File: config.mk
export PLATFORM = sky130hd
export DESIGN_NAME = regfile_wb_arbiter
export DESIGN_NICKNAME = d
export VERILOG_FILES = /design/src/rtl/lc3b_pkg.sv /design/src/rtl/regfile_wb_arbiter_rr_arbiter.sv /design/src/rtl/regfile_wb_arbiter.sv
export SDC_FILE = /design/constraint.sdc
export NUM_CORES = 1
export LEC_CHECK = 0
export ABC_AREA = 1
export BUFFER_PORTS_ARGS = -buffer_cell sky130_fd_sc_hd__buf_2
export CAP_MARGIN = 5
export CORE_MARGIN = 2
export CORE_UTILIZATION = 47
export CTS_BUF_LIST = sky130_fd_sc_hd__clkbuf_4 sky130_fd_sc_hd__clkbuf_8
export CTS_CLUSTER_DIAMETER = 200
export DETAILED_ROUTE_END_ITERATION = 8
export GPL_TIMING_DRIVEN = 1
export PLACE_DENSITY = 0.82
export SETUP_SLACK_MARGIN = 0.3
export SYNTH_ARGS = -nofsm -noshare
export SYNTH_HDL_FRONTEND = slang
export SYNTH_HIERARCHICAL = 1
export SYNTH_SLANG_ARGS = --single-unit
File: constraint.sdc
create_clock -name clk_50 -period 3.2 [get_ports clk_50]
set_input_delay 0.32 -clock clk_50 [delete_from_list [all_inputs] [get_ports clk_50]]
set_output_delay 0.32 -clock clk_50 [all_outputs]
set_load 0.05 [all_outputs]
File: src/rtl/lc3b_pkg.sv
// Shared LC-3b datapath constants and the write-back payload type.
package lc3b_pkg;

  localparam int unsigned DATA_W     = 16;
  localparam int unsigned REG_ADDR_W = 3;
  localparam int unsigned NUM_REGS   = 8;

  localparam int unsigned REQ_ALU  = 0;
  localparam int unsigned REQ_MEM  = 1;
  localparam int unsigned REQ_LINK = 2;
  localparam int unsigned NUM_REQ  = 3;

  localparam logic [REG_ADDR_W-1:0] R7 = 3'd7;

  typedef struct packed {
    logic [REG_ADDR_W-1:0] dr;
    logic [DATA_W-1:0]     data;
  } wb_req_t;

endpackage

File: src/rtl/regfile_wb_arbiter_rr_arbiter.sv
// Round-robin arbiter: one-hot grant searched from the last winner + 1.
module rr_arbiter #(
  parameter int unsigned NUM_REQ = 3
) (
  input  logic               clk_i,
  input  logic               reset_i,
  input  logic [NUM_REQ-1:0] req_i,
  input  logic               accept_i,
  output logic [NUM_REQ-1:0] grant_o
);

  localparam int unsigned IDX_W = (NUM_REQ > 1) ? $clog2(NUM_REQ) : 1;

  logic [IDX_W-1:0] last_q, last_d;
  logic [IDX_W-1:0] idx;
  logic [IDX_W-1:0] gidx;
  logic             found;

  // Rotating priority search; the first valid requester after last wins.
  always_comb begin
    grant_o = '0;
    idx     = '0;
    gidx    = last_q;
    found   = 1'b0;
    for (int unsigned k = 1; k <= NUM_REQ; k++) begin
      idx = IDX_W'((32'(last_q) + k) % NUM_REQ);
      if (!found && req_i[idx]) begin
        found = 1'b1;
        gidx  = idx;
      end
    end
    if (found && !reset_i) grant_o[gidx] = 1'b1;
    last_d = accept_i ? gidx : last_q;
  end

  always_ff @(posedge clk_i) begin
    if (reset_i) last_q <= IDX_W'(NUM_REQ - 1);
    else         last_q <= last_d;
  end

endmodule

File: src/rtl/regfile_wb_arbiter.sv
// Write-back port arbiter for the LC-3b register file with a per-register
// pending scoreboard for read-after-write hazard detection.
module regfile_wb_arbiter #(
  parameter int unsigned NUM_REQ    = 3,
  parameter int unsigned DATA_W     = 16,
  parameter int unsigned REG_ADDR_W = 3
) (
  input  logic                         clk_50,
  input  logic                         reset,
  input  logic [NUM_REQ-1:0]           req_valid,
  input  logic [NUM_REQ*REG_ADDR_W-1:0] req_dr,
  input  logic [NUM_REQ*DATA_W-1:0]    req_data,
  output logic [NUM_REQ-1:0]           req_ready,
  input  logic                         rsv_valid,
  input  logic [REG_ADDR_W-1:0]        rsv_dr,
  output logic                         rsv_ready,
  input  logic [REG_ADDR_W-1:0]        sr1,
  input  logic [REG_ADDR_W-1:0]        sr2,
  output logic                         sr1_busy,
  output logic                         sr2_busy,
  output logic [DATA_W-1:0]            rf_in,
  output logic [REG_ADDR_W-1:0]        rf_dr,
  output logic                         rf_ldreg
);

  import lc3b_pkg::*;

  localparam int unsigned NREG = 1 << REG_ADDR_W;

  logic [NUM_REQ-1:0]    grant;
  logic                  accept;
  logic [REG_ADDR_W-1:0] dr_arr   [NUM_REQ];
  logic [DATA_W-1:0]     data_arr [NUM_REQ];
  wb_req_t               sel;
  wb_req_t               wb_q, wb_d;
  logic                  ldreg_q, ldreg_d;
  logic [NREG-1:0]       pending_q, pending_d;
  logic                  rsv_accept;

  rr_arbiter #(
    .NUM_REQ (NUM_REQ)
  ) u_rr_arbiter (
    .clk_i    (clk_50),
    .reset_i  (reset),
    .req_i    (req_valid),
    .accept_i (accept),
    .grant_o  (grant)
  );

  assign req_ready = grant;
  assign accept    = |(req_valid & grant);

  for (genvar g = 0; g < NUM_REQ; g++) begin : g_unpack
    assign dr_arr[g]   = req_dr[g*REG_ADDR_W +: REG_ADDR_W];
    assign data_arr[g] = req_data[g*DATA_W +: DATA_W];
  end

  // Grant is one-hot, so the mux reduces to an OR of the selected lanes.
  always_comb begin
    sel = '0;
    for (int unsigned i = 0; i < NUM_REQ; i++) begin
      if (grant[i]) begin
        sel.dr   = dr_arr[i];
        sel.data = data_arr[i];
      end
    end
  end

  always_comb begin
    ldreg_d = accept;
    wb_d    = accept ? sel : wb_q;
  end

  // A register may be re-reserved on the very edge its previous write lands.
  assign rsv_ready  = !reset && (!pending_q[rsv_dr] || (ldreg_q && (wb_q.dr == rsv_dr)));
  assign rsv_accept = rsv_valid && rsv_ready;

  // Clear is applied first so a same-edge reservation of that register wins.
  always_comb begin
    pending_d = pending_q;
    if (ldreg_q)    pending_d[wb_q.dr] = 1'b0;
    if (rsv_accept) pending_d[rsv_dr]  = 1'b1;
  end

  always_ff @(posedge clk_50) begin
    if (reset) begin
      ldreg_q   <= 1'b0;
      wb_q      <= '0;
      pending_q <= '0;
    end else begin
      ldreg_q   <= ldreg_d;
      wb_q      <= wb_d;
      pending_q <= pending_d;
    end
  end

  assign rf_ldreg = ldreg_q;
  assign rf_dr    = wb_q.dr;
  assign rf_in    = wb_q.data;
  assign sr1_busy = pending_q[sr1];
  assign sr2_busy = pending_q[sr2];

endmodule

==> results.yml, run 1 <==
floorplan:
  io_pins: 98
  die_area_um2: 5040
  die_h_um: 71.0
  start_util_pct: 48.8
  core_um2: 4320
  die_width_um: 71.0
  rows: 24
detailed_routing:
  route.met2.wl_um: 3250
  routed_wl_um: 6400
  drcViolationCount: 0
  wl_met1_um: 2520
  met3_length_um: 530
  vias: 2598
  ant_nets: 0
  wire_per_inst_um: 13.6
  dr.pass1.iters: 5
  via_per_inst: 5.50
  highest_layer: "met4"
  drtIter0Drc: 237
yosys:
  synthArstFlopShare_pct: 0
  yosysMostFrequentCell: "nand2_1"
  synthDistinctLibCells: 30
  synth_edf_count: 0
  netlist_top_cells_area: "dfxtp_1 28%, nand2_1 10%, a21oi_1 7.8%"
  yosysTopAreaCell: "dfxtp_1"
  ys_ff_latch: 30
  synth_ff_type: "dfxtp_1"
  synth_area_um2: 2110
  yosysWarningCount: 6
  synth_nets: 403
  yosys-top-cells-count: "58 x nand2_1, 36 x inv_1, 33 x a21oi_1, 31 x nand3_1, 31 x o21ai_0"
  synth_area_per_cell_um2: 6.41
  synth_cells: 329
  yosysSeqAreaShare_pct: 28.5
  synth_top_cell_area_share_pct: 28.5
grt:
  grt_overflow: 0
  grt_pass1_vias: 2399
  antenna_found_initial: 0
  grt_max_degree: 22
  grt_use_total_pct: 24.8
  grt_pass1_wl_um: 10300
final_layout:
  nets: 494
  antennaDiodeCount: 0
  fin_cells: 472
  final_util_pct: 62.7
  drive_gt1_share_pct: 32.9
  flow.area_growth_from_synthesis_pct: 28.5
timing:
  final-hold-violation-count: 0
  maxSlewHeadroom_pct: 66.5
  setup_viol: 0
  finalCritPeriodShare_pct: 86.3
  rsz0062_at_grt: "yes"
  worst_slack_ns: 0.439
  finalMaxSlewViolations: 0
  min_period_ns: 2.76
  setup_tns_ns: 0
  skew_ns: 0.00531
  hold_ws_ns: 0.293
  worstMarginPinSlew_ns: 0.502
  max_freq_mhz: 362
worst_setup_path:
  cp_slowest_cell: "ha_1"
  cp_max_fo: 21
  critical_path_arrival_ns: 2.44
  required_ns: 2.88
  critical_path.top_delay_family: "simple AND/OR/NAND/NOR gates"
  critical_path.most_common_cell: "nand2_1"
  start_kind: "register"
  slowest_delay_ns: 0.38
  path_depth: 15
  crit_chain: "inv_1, ha_1, inv_2, nand2_1, nand3_1, nand2_1, nand2_1, nand2_1, nand2_1, nand3_1, nand2_2, nand2_1, nor2_2, buf_8, buf_6"
  end_kind: "output pin"
  critPathBufInv: 4
  criticalPathCategory: "reg2out"
  critPathLaunch: "u_rr_arbiter/last_q[0]"
  r2r_start: "u_rr_arbiter/last_q[0]"
  r2r_cells: 17
placed_design:
  dp_hpwl_um: 4780
  io_buffers: 97
  place_inst: 465
  dpl_worst_slack_ns: 0.380
  place_congestion: 0.933
cts:
  cts_resized: 0
  cts.sinks: 30
  hold_buffers: 0
  cts_inserted_buffers: 5
  cts_tree: "built"
  clk-insertion-delay-late_ns: 0.28
  clock-root-buffer: "clkbuf_8"
  clkSlewWorstSetupHoldPaths_ns: 0.06
  cts_buffer_depth: 2
  htree_levels: 2
  postCtsSetupBuffers: 0
status:
  status: "finished, final reports clean"
hold_path:
  hold_depth: 3
  hp-start: "req_data[33]"
  min_path_type: "in2reg"
pwr:
  vdd_ir_drop_max_uv: 512
  leakagePower_nw: 1.32
  cellPowerDensity_nw_per_um2: 950
run:
  max-cap-violations: 0
==> state kept, by name, indices dropped and copies added, names as in the netlist <==
register,count
rf_in,16
rf_dr,3
rf_ldreg,1
pending_q,8
u_rr_arbiter/last_q,2
==> final cells by class <==
class	count	area, µm²
fillers	440	1610
repair buffers	100	542
multi-input cells	237	1240
flip-flops and latches	30	601
well taps	52	65.1
inverters	46	181
clock buffers	7	83.8
==> layer usage <==
layer | GRT usage, % | vias up
met2 | 45.7 | 119
met1 | 27.8 | 1165
met5 | 0 | -
li1 | - | 1304
met3 | 5.98 | 10
met4 | 8.39 | 0
==> path summary, 6_finish.rpt <==
path	end	slack (ns)
worst max register to register	rf_in[6]	0.48
worst min register to register	rf_in[9]	0.48
worst min-delay path	rf_in[1]	0.29
worst max-delay path	req_ready[1]	0.44
==> placed cells by master (no fill, tap or decap), drive strengths merged <==
cell	instances
o21ai	41
nand3	34
ha	2
inv	45
clkbuf	8
o211ai	2
clkinv	1
buf	99
dfxtp	30
nor2	18
nand2	65
a21oi	33
nor3	6
nand4	14
xnor2	1
o22ai	19
a31oi	2
==> kinds of logic (layout without fill, tap and decap cells) <==
logic type / after synthesis / after routing / synth area share [%]
AND/OR/NAND/NOR: 137 / 137 / 32.0
flip-flops: 30 / 30 / 28.5
XOR/XNOR: 1 / 1 / 0.416
AO/OA/AOI/OAI: 97 / 97 / 24.7
buffers and inverters: 62 / 153 / 13.2
adder cells (fa/ha/maj): 2 / 2 / 1.19
==> tightest hold or removal path: stages <==
cell	delay [ns]
buf_2	0.07
o21ai_1	0.05
o22ai_1	0.09
==> where the power goes <==
part	internal [mW]	leakage (nW)	total, mW	switching [mW]
registers	0.489	0.243	0.575	0.0863
logic	0.495	1.03	1.70	1.21
clock network	0.166	0.0452	0.298	0.132
==> metrics by stage <==
stage / power, mW / cell area (µm²)
floorplan: 1.85 / 2110
global placement: 2.18 / 2590
detailed placement: 2.21 / 2590
CTS: 2.51 / 2670
global route: 2.74 / 2710
finish: 2.57 / 2710
No activity file was read; power rests on OpenSTA's default activity.
==> run 2: changes to the inputs <==
--- a/config.mk
+++ b/config.mk
@@ -9,3 +9,3 @@
 export BUFFER_PORTS_ARGS = -buffer_cell sky130_fd_sc_hd__buf_2
-export CAP_MARGIN = 5
+export CAP_MARGIN = 20
 export CORE_MARGIN = 2
--- a/constraint.sdc
+++ b/constraint.sdc
@@ -3,2 +3,2 @@
 set_output_delay 0.32 -clock clk_50 [all_outputs]
-set_load 0.05 [all_outputs]
+set_load 0.01 [all_outputs]
==> results.yml, run 2 (synthesized netlist as in run 1, its figures left out) <==
status:
  status: "finished, final reports clean"
detailed_routing:
  drtIter0Drc: 198
  wire_per_inst_um: 13.2
  routed_wl_um: 6260
  via_per_inst: 5.56
  vias: 2630
  dr.pass1.iters: 5
  ant_nets: 0
  drcViolationCount: 0
worst_setup_path:
  end_kind: "output pin"
  required_ns: 2.88
  start_kind: "register"
  rrSetupSlack_ns: 0.54
  critical_path_arrival_ns: 2.37
  cp_max_fo: 21
  criticalPathCategory: "reg2out"
timing:
  worstMarginPinSlew_ns: 0.376
  min_period_ns: 2.69
  setup_viol: 0
  final-hold-violation-count: 0
  finalMaxSlewViolations: 0
  rsz0062_at_grt: "no"
  skew_ns: 0.00591
  setup_tns_ns: 0
  maxSlewHeadroom_pct: 74.9
  worst_slack_ns: 0.508
  finalCritPeriodShare_pct: 84.1
  max_freq_mhz: 371
  hold_ws_ns: 0.300
grt:
  grt_use_total_pct: 25.3
  grt_max_degree: 22
  grt_overflow: 0
  grt_pass1_vias: 2345
  antenna_found_initial: 0
  grt_pass1_wl_um: 10400
pwr:
  finalPower_mw: 2.25
  leakagePower_nw: 1.34
  cellPowerDensity_nw_per_um2: 822
  vdd_ir_drop_max_uv: 531
final_layout:
  fillers: 397
  final_common_cell: "buf_2"
  flow.area_growth_from_synthesis_pct: 29.6
  drive_gt1_share_pct: 32.8
  largest_register_ffs: 16
  layout_common_cells: "97 x buf_2, 57 x nand2_1, 35 x inv_1, 33 x a21oi_1"
  nets: 495
  antennaDiodeCount: 0
  ff_latch_area_um2: 601
  multi_input_area_um2: 1230
run:
  max-cap-violations: 0
placed_design:
  dpl_worst_slack_ns: 0.438
  dp_hpwl_um: 4640
  io_buffers: 97
  place_congestion: 0.959
hold_path:
  min_path_type: "in2reg"
cts:
  cts_inserted_buffers: 5
  hold_buffers: 0
  htree_levels: 2
  clkSlewWorstSetupHoldPaths_ns: 0.06
  clock-root-buffer: "clkbuf_8"
  clk-insertion-delay-late_ns: 0.28
  cts_buffer_depth: 2
  cts.sinks: 30
  cts_tree: "built"
floorplan:
  start_util_pct: 48.8
  core_um2: 4320
  io_pins: 98
  rows: 24
  die_h_um: 71.0
  die_width_um: 71.0
  die_area_um2: 5040
[run 2: cell count changes in the layout (fill, tap and decap cells not counted), sizes merged]
cell	change
clkbuf	-2
inv	-1
clkinvlp	+1
buf	+2
bufinv	+1
[run 2: final timing paths]
check,startpoint,endpoint,cells after the start
worst min register to register,rf_in[8],rf_in[8],2
worst max register to register,u_rr_arbiter/last_q[0],rf_dr[0],17
worst max-delay path,u_rr_arbiter/last_q[0],req_ready[1],15
worst min-delay path,req_data[37],rf_in[5],3
[run 2: worst max-delay path: stages (launching register included)]
cell and delay [ns]:
dfxtp_1 0.37, inv_1 0.06, ha_1 0.37, inv_2 0.12, nand2_1 0.06, nand3_1 0.06, nand2_1 0.09, nand2_1 0.09
nand2_1 0.05, nand2_1 0.05, nand3_1 0.10, nand2_2 0.09, nand2_1 0.05, nor2_1 0.14, buf_6 0.22, buf_2 0.16
[run 2: layer usage]
| metal | share of wire, % | vias to the layer above | GRT usage (%) |
|---|---|---|---|
| li1 | - | 1307 | - |
| met1 | 41 | 1161 | 32.7 |
| met4 | 2.6 | 0 | 9.85 |
| met5 | 0 | - | 0 |
| met2 | 47 | 139 | 40.5 |
| met3 | 8.5 | 23 | 6.41 |
[run 2: stage by stage]
step,instance area (µm²),cells,utilization [%]
2_1_floorplan,2110,329,-
4_1_cts,2700,472,62.4
3_5_place_dp,2580,465,59.8
6_report,2730,473,63.2
3_3_place_gp,2580,465,59.8
5_1_grt,2730,473,63.2
[run 2: timing repair]
| action | in CTS | in global routing |
|---|---|---|
| gates resized for setup | 0 | 4 |
| endpoints found under the setup margin | 0 | 21 |
| buffers inserted | 0 | 1 |
[run 2: area by class of cell]
class / instances / area share (%)
clock buffers: 6 / 3.02
clock inverters: 1 / 1.10
inverters: 46 / 6.78
multi-input cells: 237 / 45.1
flip-flops and latches: 30 / 22.0
well taps: 52 / 2.38
repair buffers: 101 / 19.6
[run 2: where the power goes]
group          switching (mW)  total, mW  internal [mW]
combinational           0.805       1.29          0.487
sequential             0.0829      0.572          0.489
clock                   0.133      0.382          0.249
total                    1.02       2.25           1.22
